`src/rtl/t10_lcd_pkg.sv`:
```
// Shared definitions for the HD44780-style LCD receiver.
// Holds the command opcode masks, the DDRAM address landmarks, the receiver FSM
// state type and the helper functions for cursor arithmetic and shadow indexing.
package t10_lcd_pkg;

   // A command is classified by its highest set bit, so each mask is one bit.
   localparam logic [7:0] CMD_SET_DDRAM = 8'h80;
   localparam logic [7:0] CMD_SET_CGRAM = 8'h40;
   localparam logic [7:0] CMD_FUNC_SET  = 8'h20;
   localparam logic [7:0] CMD_SHIFT     = 8'h10;
   localparam logic [7:0] CMD_DISPLAY   = 8'h08;
   localparam logic [7:0] CMD_ENTRY     = 8'h04;
   localparam logic [7:0] CMD_HOME      = 8'h02;
   localparam logic [7:0] CMD_CLEAR     = 8'h01;

   // DDRAM address landmarks of the two 40-character lines.
   localparam logic [6:0] ROW1_BASE  = 7'h00;
   localparam logic [6:0] ROW2_BASE  = 7'h40;
   localparam logic [6:0] LINE_END   = 7'h27;
   localparam logic [6:0] ROW2_END   = 7'h67;
   localparam logic [6:0] FRAME_LAST = 7'h4F;

   localparam int CELLS = 32;

   typedef enum logic {IDLE, CLEAR} lcd_state_t;

   // One cursor step inside the two-line address space, wrapping line to line.
   function automatic logic [6:0] cursor_step(input logic [6:0] addr, input logic inc);
      logic [6:0] r;
      if (inc) begin
         if (addr == LINE_END)      r = ROW2_BASE;
         else if (addr == ROW2_END) r = ROW1_BASE;
         else                       r = addr + 7'd1;
      end else begin
         if (addr == ROW2_BASE)      r = LINE_END;
         else if (addr == ROW1_BASE) r = ROW2_END;
         else                        r = addr - 7'd1;
      end
      return r;
   endfunction

   // Addresses that exist on a 2-line display.
   function automatic logic addr_valid(input logic [6:0] addr);
      return (addr <= LINE_END) || ((addr >= ROW2_BASE) && (addr <= ROW2_END));
   endfunction

   // Columns 0..15 of either line: bits [5:4] are zero for 0x00-0x0F and 0x40-0x4F.
   function automatic logic addr_visible(input logic [6:0] addr);
      return addr[5:4] == 2'b00;
   endfunction

   // Shadow cell index: line select in the MSB, column below it.
   function automatic logic [4:0] cell_index(input logic [6:0] addr);
      return {addr[6], addr[3:0]};
   endfunction

endpackage

```
`src/rtl/t10_lcd_edge_sync.sv`:
```
// Input conditioning for the LCD bus.
// Synchronises en/rs/rw/data through the same number of flops so they stay
// aligned, counts synchronised E-high clocks, and classifies each falling edge
// of E as a valid transfer (fall) or a too-short glitch (glitch).
// Ports:
//   clk, rst                    clock, asynchronous active-high reset
//   lcd_en/lcd_rs/lcd_rw/lcd_data  raw bus inputs
//   fall                        1-cycle: E fell after at least MIN_EN_HIGH high clocks
//   glitch                      1-cycle: E fell after fewer than MIN_EN_HIGH high clocks
//   rs, rw, data                synchronised bus fields, valid in the fall cycle
module t10_lcd_edge_sync #(
   parameter int SYNC_STAGES = 2,
   parameter int MIN_EN_HIGH = 4
) (
   input  logic       clk,
   input  logic       rst,
   input  logic       lcd_en,
   input  logic       lcd_rs,
   input  logic       lcd_rw,
   input  logic [7:0] lcd_data,
   output logic       fall,
   output logic       glitch,
   output logic       rs,
   output logic       rw,
   output logic [7:0] data
);

   localparam int CW = $clog2(MIN_EN_HIGH + 1);

   logic [10:0]   sync_q [SYNC_STAGES];
   logic          en_s;
   logic          en_prev;
   logic [CW-1:0] high_cnt;
   logic          en_fell;

   // All bus fields share one synchroniser chain so the bits seen alongside the
   // E edge are the ones the controller drove with it.
   always_ff @(posedge clk or posedge rst) begin
      if (rst) begin
         for (int i = 0; i < SYNC_STAGES; i++) sync_q[i] <= '0;
      end else begin
         sync_q[0] <= {lcd_en, lcd_rs, lcd_rw, lcd_data};
         for (int i = 1; i < SYNC_STAGES; i++) sync_q[i] <= sync_q[i-1];
      end
   end

   assign en_s = sync_q[SYNC_STAGES-1][10];
   assign rs   = sync_q[SYNC_STAGES-1][9];
   assign rw   = sync_q[SYNC_STAGES-1][8];
   assign data = sync_q[SYNC_STAGES-1][7:0];

   // The counter still holds the full high length in the cycle E is first seen
   // low, which is when the edge is judged.
   always_ff @(posedge clk or posedge rst) begin
      if (rst) begin
         en_prev  <= 1'b0;
         high_cnt <= '0;
      end else begin
         en_prev <= en_s;
         if (!en_s)                             high_cnt <= '0;
         else if (high_cnt < CW'(MIN_EN_HIGH))  high_cnt <= high_cnt + CW'(1);
      end
   end

   assign en_fell = en_prev && !en_s;
   assign fall    = en_fell && (high_cnt >= CW'(MIN_EN_HIGH));
   assign glitch  = en_fell && (high_cnt <  CW'(MIN_EN_HIGH));

endmodule

```
`src/rtl/t10_lcd_receiver.sv`:
```
// Receiving end of the 8-bit HD44780-style LCD bus.
// Decodes commands and data writes, maintains the cursor, and keeps a 2x16
// shadow of the visible DDRAM. A clear command runs a 32-clock fill sequencer.
// Ports:
//   clk, rst        clock, asynchronous active-high reset
//   lcd_en/rw/rs/data  LCD bus from the controller
//   row_1, row_2    visible lines, column 0 in the top byte
//   disp_on         display-control D bit
//   entry_inc       entry-mode I/D bit
//   cursor_addr     current DDRAM address
//   wr_strobe       pulse per accepted transfer
//   frame_done      pulse when a data write lands at 0x4F
//   proto_err       pulse on glitch, read request, invalid address or dropped transfer
module t10_lcd_receiver
   import t10_lcd_pkg::*;
#(
   parameter int         SYNC_STAGES = 2,
   parameter int         MIN_EN_HIGH = 4,
   parameter logic [7:0] CLEAR_CHAR  = 8'h20
) (
   input  logic         clk,
   input  logic         rst,
   input  logic         lcd_en,
   input  logic         lcd_rw,
   input  logic         lcd_rs,
   input  logic [7:0]   lcd_data,
   output logic [127:0] row_1,
   output logic [127:0] row_2,
   output logic         disp_on,
   output logic         entry_inc,
   output logic [6:0]   cursor_addr,
   output logic         wr_strobe,
   output logic         frame_done,
   output logic         proto_err
);

   logic       fall;
   logic       glitch;
   logic       rs_s;
   logic       rw_s;
   logic [7:0] data_s;

   lcd_state_t state;
   lcd_state_t next_state;
   logic [4:0] clr_idx;
   logic [7:0] mem [CELLS];

   t10_lcd_edge_sync #(
      .SYNC_STAGES(SYNC_STAGES),
      .MIN_EN_HIGH(MIN_EN_HIGH)
   ) u_sync (
      .clk     (clk),
      .rst     (rst),
      .lcd_en  (lcd_en),
      .lcd_rs  (lcd_rs),
      .lcd_rw  (lcd_rw),
      .lcd_data(lcd_data),
      .fall    (fall),
      .glitch  (glitch),
      .rs      (rs_s),
      .rw      (rw_s),
      .data    (data_s)
   );

   // State register.
   always_ff @(posedge clk or posedge rst) begin
      if (rst) state <= IDLE;
      else     state <= next_state;
   end

   // Only a clean clear command leaves IDLE; CLEAR lasts exactly one pass over the shadow.
   always_comb begin
      next_state = state;
      case (state)
         IDLE:  if (fall && !rw_s && !rs_s && (data_s == CMD_CLEAR)) next_state = CLEAR;
         CLEAR: if (clr_idx == 5'd31) next_state = IDLE;
         default: next_state = IDLE;
      endcase
   end

   // Datapath: shadow, cursor, mode bits and pulses. While clearing, every E edge
   // is reported and dropped. Command decode gives priority to the highest set
   // bit; CGRAM address, function set and a clear (handled by the FSM) change
   // nothing here.
   always_ff @(posedge clk or posedge rst) begin
      if (rst) begin
         for (int i = 0; i < CELLS; i++) mem[i] <= CLEAR_CHAR;
         disp_on     <= 1'b0;
         entry_inc   <= 1'b1;
         cursor_addr <= ROW1_BASE;
         clr_idx     <= '0;
         wr_strobe   <= 1'b0;
         frame_done  <= 1'b0;
         proto_err   <= 1'b0;
      end else begin
         wr_strobe  <= 1'b0;
         frame_done <= 1'b0;
         proto_err  <= 1'b0;
         if (state == CLEAR) begin
            mem[clr_idx] <= CLEAR_CHAR;
            clr_idx      <= clr_idx + 5'd1;
            if (clr_idx == 5'd31) begin
               cursor_addr <= ROW1_BASE;
               entry_inc   <= 1'b1;
            end
            if (fall || glitch) proto_err <= 1'b1;
         end else if (glitch) begin
            proto_err <= 1'b1;
         end else if (fall) begin
            if (rw_s) begin
               proto_err <= 1'b1;
            end else begin
               wr_strobe <= 1'b1;
               if (rs_s) begin
                  if (addr_visible(cursor_addr)) mem[cell_index(cursor_addr)] <= data_s;
                  if (cursor_addr == FRAME_LAST) frame_done <= 1'b1;
                  cursor_addr <= cursor_step(cursor_addr, entry_inc);
               end else if ((data_s & CMD_SET_DDRAM) != 8'h00) begin
                  if (addr_valid(data_s[6:0])) begin
                     cursor_addr <= data_s[6:0];
                  end else begin
                     cursor_addr <= ROW1_BASE;
                     proto_err   <= 1'b1;
                  end
               end else if ((data_s & (CMD_SET_CGRAM | CMD_FUNC_SET)) != 8'h00) begin
               end else if ((data_s & CMD_SHIFT) != 8'h00) begin
                  if (!data_s[3]) cursor_addr <= cursor_step(cursor_addr, data_s[2]);
               end else if ((data_s & CMD_DISPLAY) != 8'h00) begin
                  disp_on <= data_s[2];
               end else if ((data_s & CMD_ENTRY) != 8'h00) begin
                  entry_inc <= data_s[1];
               end else if ((data_s & CMD_HOME) != 8'h00) begin
                  cursor_addr <= ROW1_BASE;
               end else if ((data_s & CMD_CLEAR) != 8'h00) begin
                  clr_idx <= '0;
               end
            end
         end
      end
   end

   // Pack the shadow so column 0 sits in the most significant byte.
   always_comb begin
      row_1 = '0;
      row_2 = '0;
      for (int c = 0; c < 16; c++) begin
         row_1[127 - 8*c -: 8] = mem[c];
         row_2[127 - 8*c -: 8] = mem[16 + c];
      end
   end

endmodule

```
`config.mk`:
```
export PLATFORM = sky130hd
export DESIGN_NAME = t10_lcd_receiver
export DESIGN_NICKNAME = d
export VERILOG_FILES = /design/src/rtl/t10_lcd_pkg.sv /design/src/rtl/t10_lcd_edge_sync.sv /design/src/rtl/t10_lcd_receiver.sv
export SDC_FILE = /design/constraint.sdc
export NUM_CORES = 1
export LEC_CHECK = 0
export BUFFER_PORTS_ARGS = -buffer_cell sky130_fd_sc_hd__buf_4
export CELL_PAD_IN_SITES_DETAIL_PLACEMENT = 1
export CELL_PAD_IN_SITES_GLOBAL_PLACEMENT = 1
export CORE_ASPECT_RATIO = 0.6
export CORE_UTILIZATION = 41
export DETAILED_ROUTE_END_ITERATION = 12
export GPL_TIMING_DRIVEN = 0
export PLACE_DENSITY_LB_ADDON = 0.05
export SLEW_MARGIN = 20
export SYNTH_ARGS = -nofsm -noshare
export SYNTH_HDL_FRONTEND = slang
export SYNTH_SLANG_ARGS = --single-unit
export TNS_END_PERCENT = 20
```
`constraint.sdc`:
```
create_clock -name clk -period 12.4 [get_ports clk]
set_input_delay 1.86 -clock clk [delete_from_list [all_inputs] [get_ports clk]]
set_output_delay 1.86 -clock clk [all_outputs]
set_load 0.02 [all_outputs]
```
---- Yosys cells after proc, flatten, opt, wreduce, memory -nomap -nowiden ----
Index checks and enable logic that the tools add are counted.
W data, S select, Z words.
operators by class
  reduce and logical (&&, ||, !) cells .... 28
  eq/ne operators ......................... 20
  $add $sub $neg .......................... 4
  bitwise logic cells ..................... 12
  order comparisons ....................... 9
  multiplexer cells ....................... 77
operators by type and width
  cell                  count
  $mux W256             6
  $bwmux W256           1
  $and A224 B224 Y224   1
  $not A224 Y224        1
  $mux W7               20
  $demux W8 S5          2
  $mux W5               12
  $or A32 B32 Y32       1
  $mux W1               31
  $eq A7 B7 Y1 const B  3
  $ne A2 B2 Y1 const B  9
  $mux W8               2
  $ge A6 B6 Y1 const B  2
  $lt A6 B1 Y1 const B  2
  $not A5 Y6            2
  $reduce_and A11 Y1    1
  $reduce_and A10 Y1    1
  $reduce_bool A2 Y1    5
  $logic_and A1 B1 Y1   9
  $reduce_and A9 Y1     1
  $eq A8 B1 Y1 const B  1
  $ne A4 B2 Y1 const B  2
  $reduce_and A8 Y1     1
  $reduce_bool A8 Y1    1
  other kinds (22)      33
storage, ports and cells
  input bits .............................. 13
  register bits after elaboration ......... 300
  word-level logic and storage cells ...... 194

---- Longest topological paths before layout ----
  word-level depth ........................ 13
  gate-level depth with buffers ........... 8
  mapped depth without buffers ............ 7

---- Modules after synthesis ----
A second synthesis with hierarchy kept.
second synthesis, totals
  cell total of the unflattened synthesis .. 1,062
  area, all modules ....................... 12,216.7 um^2
by module, submodules not included
  module             cells each  area an instance (um^2)  sequential area each (um^2)  instances
  t10_lcd_receiver   1,019       11,433.5                 6,897.9                      1
  t10_lcd_edge_sync  43          783.3                    650.6                        1

---- Worst setup path after synthesis ----
Ideal clock, no wire load.
  kind .................................... register to output
  start ................................... register entry_inc
  end ..................................... output entry_inc
  cell stages (with the launch flop) ...... 1
  arrival time ............................ 567 ps
  buffers on the path ..................... 0
  setup slack ............................. 9,973 ps
  path through ............................ dfstp_2
RTL lines
  element                 RTL line                 RTL
  from (decl)             t10_lcd_receiver.sv:30   output logic entry_inc,
  from (signal assigned)  t10_lcd_receiver.sv:131  entry_inc <= data_s[1];
No word-level cell between the ends.

---- Worst setup path in the final report ----
  start ................................... register cursor_addr[0]
  end ..................................... output cursor_addr[0]
RTL lines
  element                 RTL line                 RTL
  from (decl)             t10_lcd_receiver.sv:31   output logic [6:0] cursor_addr,
  from (signal assigned)  t10_lcd_receiver.sv:117  cursor_addr <= cursor_step(cursor_addr, entry_inc);
  from (signal assigned)  t10_lcd_receiver.sv:120  cursor_addr <= data_s[6:0];
  from (signal assigned)  t10_lcd_receiver.sv:127  if (!data_s[3]) cursor_addr <= cursor_step(cursor_addr, data_s[2]);
No word-level cell between the ends.

==> impl_metrics.csv <==
group,metric,value,unit
outcome,outcome,"finished clean",
route,drtIter0Drc,941,
route,drt-total-wl,48.7,mm
layout,syn_to_final_growth,29.2,%
synth,synth_compound_area_share,13.2,%
synth,synth_top_area_share,51.2,%
critical_path,crit_required,10540,ps
layout,antenna_cells,0,
layout,seq_area,7550,µm²
placed_design,dp.cells,2105,
critical_path,slowest_delay,560,ps
floorplan,io_pins,281,
clock_network,ctsHoldBuffers,0,
synth,yosysSeqAreaShare,57.8,%
synth,ys.flop_type,"dfrtp_1",
critical_path,endpoint_kind,"output port",
sta,maxSlewViolCount,0,
layout,drive_gt1_share,26.0,%
critical_path,crit_buf_inv,1,
critical_path,path_class,"register to output port",
critical_path,crit_fanout,10,
synth,syn_inst,1406,
synth,synthMuxAreaShare,0.479,%
synth,synth_xor_area_share,0.671,%
floorplan,dieHeight,140,µm
clock_network,post_cts_buffers,0,
sta,period_share,26.0,%
global_routing,grt_max_degree,101,
synth,yosysWarnings,0,
sta,relSlewSlack,30.0,%
synth,synthArstFlopShare,100,%
synth,syn-cell-area,13100,µm²
global_routing,grt_usage,30.1,%
clock_network,ctsResizeCount,0,
sta,hold_viol,0,
min_path,holdCritPathClass,"register to register",
synth,synth.most_common_cell,"nand2_1",
clock_network,htreeDepth,1,
power_and_ir_drop,powerDensity,137,nW/µm²
route,highest-signal-layer,"met4",
critical_path,cp_data_arrival_time,1360,ps
global_routing,antenna_found_initial,0,
route,via_per_inst,5.53,
power_and_ir_drop,p_leak,7.75,nW
clock_network,cts.sinks,300,
floorplan,start_util,41.7,%
synth,synth_edf_count,0,
sta,skew,28.5,ps
placed_design,numPortBuffers,280,
synth,synthSimpleGateAreaFrac,23.1,%
synth,synth_fa_ha_area_share,1.05,%
sta,tightest_slew,1050,ps
clock_network,cts-root-buf,"clkbuf_16",
floorplan,core,31300,µm²
sta,setup_viol,0,
layout,multi_input_area,5030,µm²
power_and_ir_drop,peakVddDrop,0.104,mV
route,antenna_left,0,
synth,syn_nets,1430,
route,dr_total_vias,11936,
synth,synth_top_family_by_area,"simple AND/OR/NAND/NOR gates",
synth,synth_area_leaders,"dfrtp_1 (51%), nand2_1 (14%), o21ai_0 (7.9%), dfstp_2 (6.6%), nand3_1 (2.3%)",
floorplan,std_cell_rows,50,
layout,layoutNonFillerInstCount,2160,
route,drt_first_pass_iters,5,
synth,synthTopCellsByCount,"nand2_1 (492), dfrtp_1 (267), o21ai_0 (207), nand3_1 (61), clkbuf_1 (54)",
route,drcViolationCount,0,
clock_network,clock_latency,590,ps
critical_path,crit_family,"flip-flops",
route,post_drt_wl_per_cell,22.6,µm
sta,tns,0,ps
critical_path,worstPathCellList,"buf_4",
global_routing,gr-total-overflow,0,
layout,post-route-util,54.0,%
route,wl_met1,22.8,mm
placed_design,dp_hpwl,34.3,mm
synth,avgSynthCellArea,9.29,µm²
synth,synth-seq-cells,300,
floorplan,fp.dieW,232,µm
global_routing,grt_pass1_wl,74.9,mm
clock_network,cts_tree,"built",
clock_network,cts_inserted_buffers,30,
clock_network,clk_pin_slew_worst_paths,70,ps
layout,layout.nets,1745,
synth,synth.distinct_cells,57,
sta,rsz0062_at_grt,"false",
placed_design,gp_congestion,0.883,
synth,synth_top_area_cell,"dfrtp_1",
route,dr_wl_met3,2.61,mm
layout,fillCellCount,3610,
floorplan,dieArea,32600,µm²
sta,fmax,310,MHz
global_routing,grt_pass1_vias,12383,
sta,timing.final.crit_period,3220,ps
critical_path,start_kind,"register",
critical_path,crit_path_top_delay_cell,"dfrtp_1",
clock_network,clk_path_buf_depth,3,
route,dr_wl_met2,22.1,mm
job,drv_cap,0,
## layout by cell type, fill, tap and decap left out, types with 6 or more instances in the layout
cell type,instances
nand2_1,492
buf_4,298
dfrtp_1,267
o21ai_0,207
nand3_1,61
clkbuf_1,58
o21ai_1,35
dfstp_2,33
clkbuf_16,31
a31oi_1,30
nor2_4,26
nor2_1,24
a21oi_1,21
buf_2,19
ha_1,11
clkbuf_8,9
inv_1,8
xnor2_1,6
## per-stage QoR
step / cell area (µm²) / power (mW) / hold WS, ps / worst slack (ps)
6_report: 16900 / 2.31 / 349 / 9180
5_1_grt: 16900 / 2.38 / 354 / 9150
4_1_cts: 16900 / 2.32 / 350 / 9190
3_5_place_dp: 15800 / 1.30 / 336 / 9320
3_3_place_gp: 15700 / 1.29 / 333 / -1480
2_1_floorplan: 13100 / 1.20 / 331 / 2310
## report_power, final
group	internal, mW	leakage, nW	switching (mW)
Clock	0.613	0.542	0.407
Sequential	0.999	4.01	0.0191
Combinational	0.0788	3.19	0.192
Total	1.69	7.75	0.618
## area by class of cell
class                           instances  area share [%]
Buffer                                 95            2.65
Clock buffer                           44            5.42
Clock inverter                         11            1.10
Inverter                               10           0.267
Multi-Input combinational cell       1001            29.8
Sequential cell                       300            44.7
Tap cell                              416            3.08
Timing Repair Buffer                  283            12.9
## registers in the layout, indices dropped and copies added (netlist names)
signal / count
u_sync.en_s: 1
u_sync.en_prev: 1
row_2: 128
u_sync.rw: 1
state: 1
wr_strobe: 1
clr_idx: 5
disp_on: 1
proto_err: 1
frame_done: 1
cursor_addr: 7
u_sync.sync_q: 11
entry_inc: 1
u_sync.data: 8
row_1: 128
u_sync.rs: 1
u_sync.high_cnt: 3
## routing by layer
metal,vias up,GRT usage (%)
li1,5327,-
met1,6183,44.4
met2,342,46.1
met3,84,4.70
met4,0,8.10
met5,-,0
## logic make-up (layout without fill, tap and decap cells)
family / count (synthesis) / after routing
AO/OA/AOI/OAI: 320 / 320
XOR/XNOR: 10 / 10
adder cells (fa/ha/maj): 11 / 11
buffers and inverters: 105 / 443
flip-flops: 300 / 300
multiplexers: 6 / 6
AND/OR/NAND/NOR: 654 / 654
## final timing paths
| path | cells after the start | from | to | slack (ps) |
|---|---|---|---|---|
| worst max-delay path | 1 | cursor_addr[0] | cursor_addr[0] | 9180 |
| worst max register to register | 7 | clr_idx[1] | row_1[18] | 9490 |
| worst min register to register | 0 | u_sync.sync_q[13] | u_sync.data[2] | 350 |
| min in group asynchronous | 2 | rst | wr_strobe | 1200 |
| worst min-delay path | 0 | u_sync.sync_q[13] | u_sync.data[2] | 350 |
| max in group asynchronous | 4 | rst | row_1[85] | 9940 |
(Power assumes the default switching activity.)
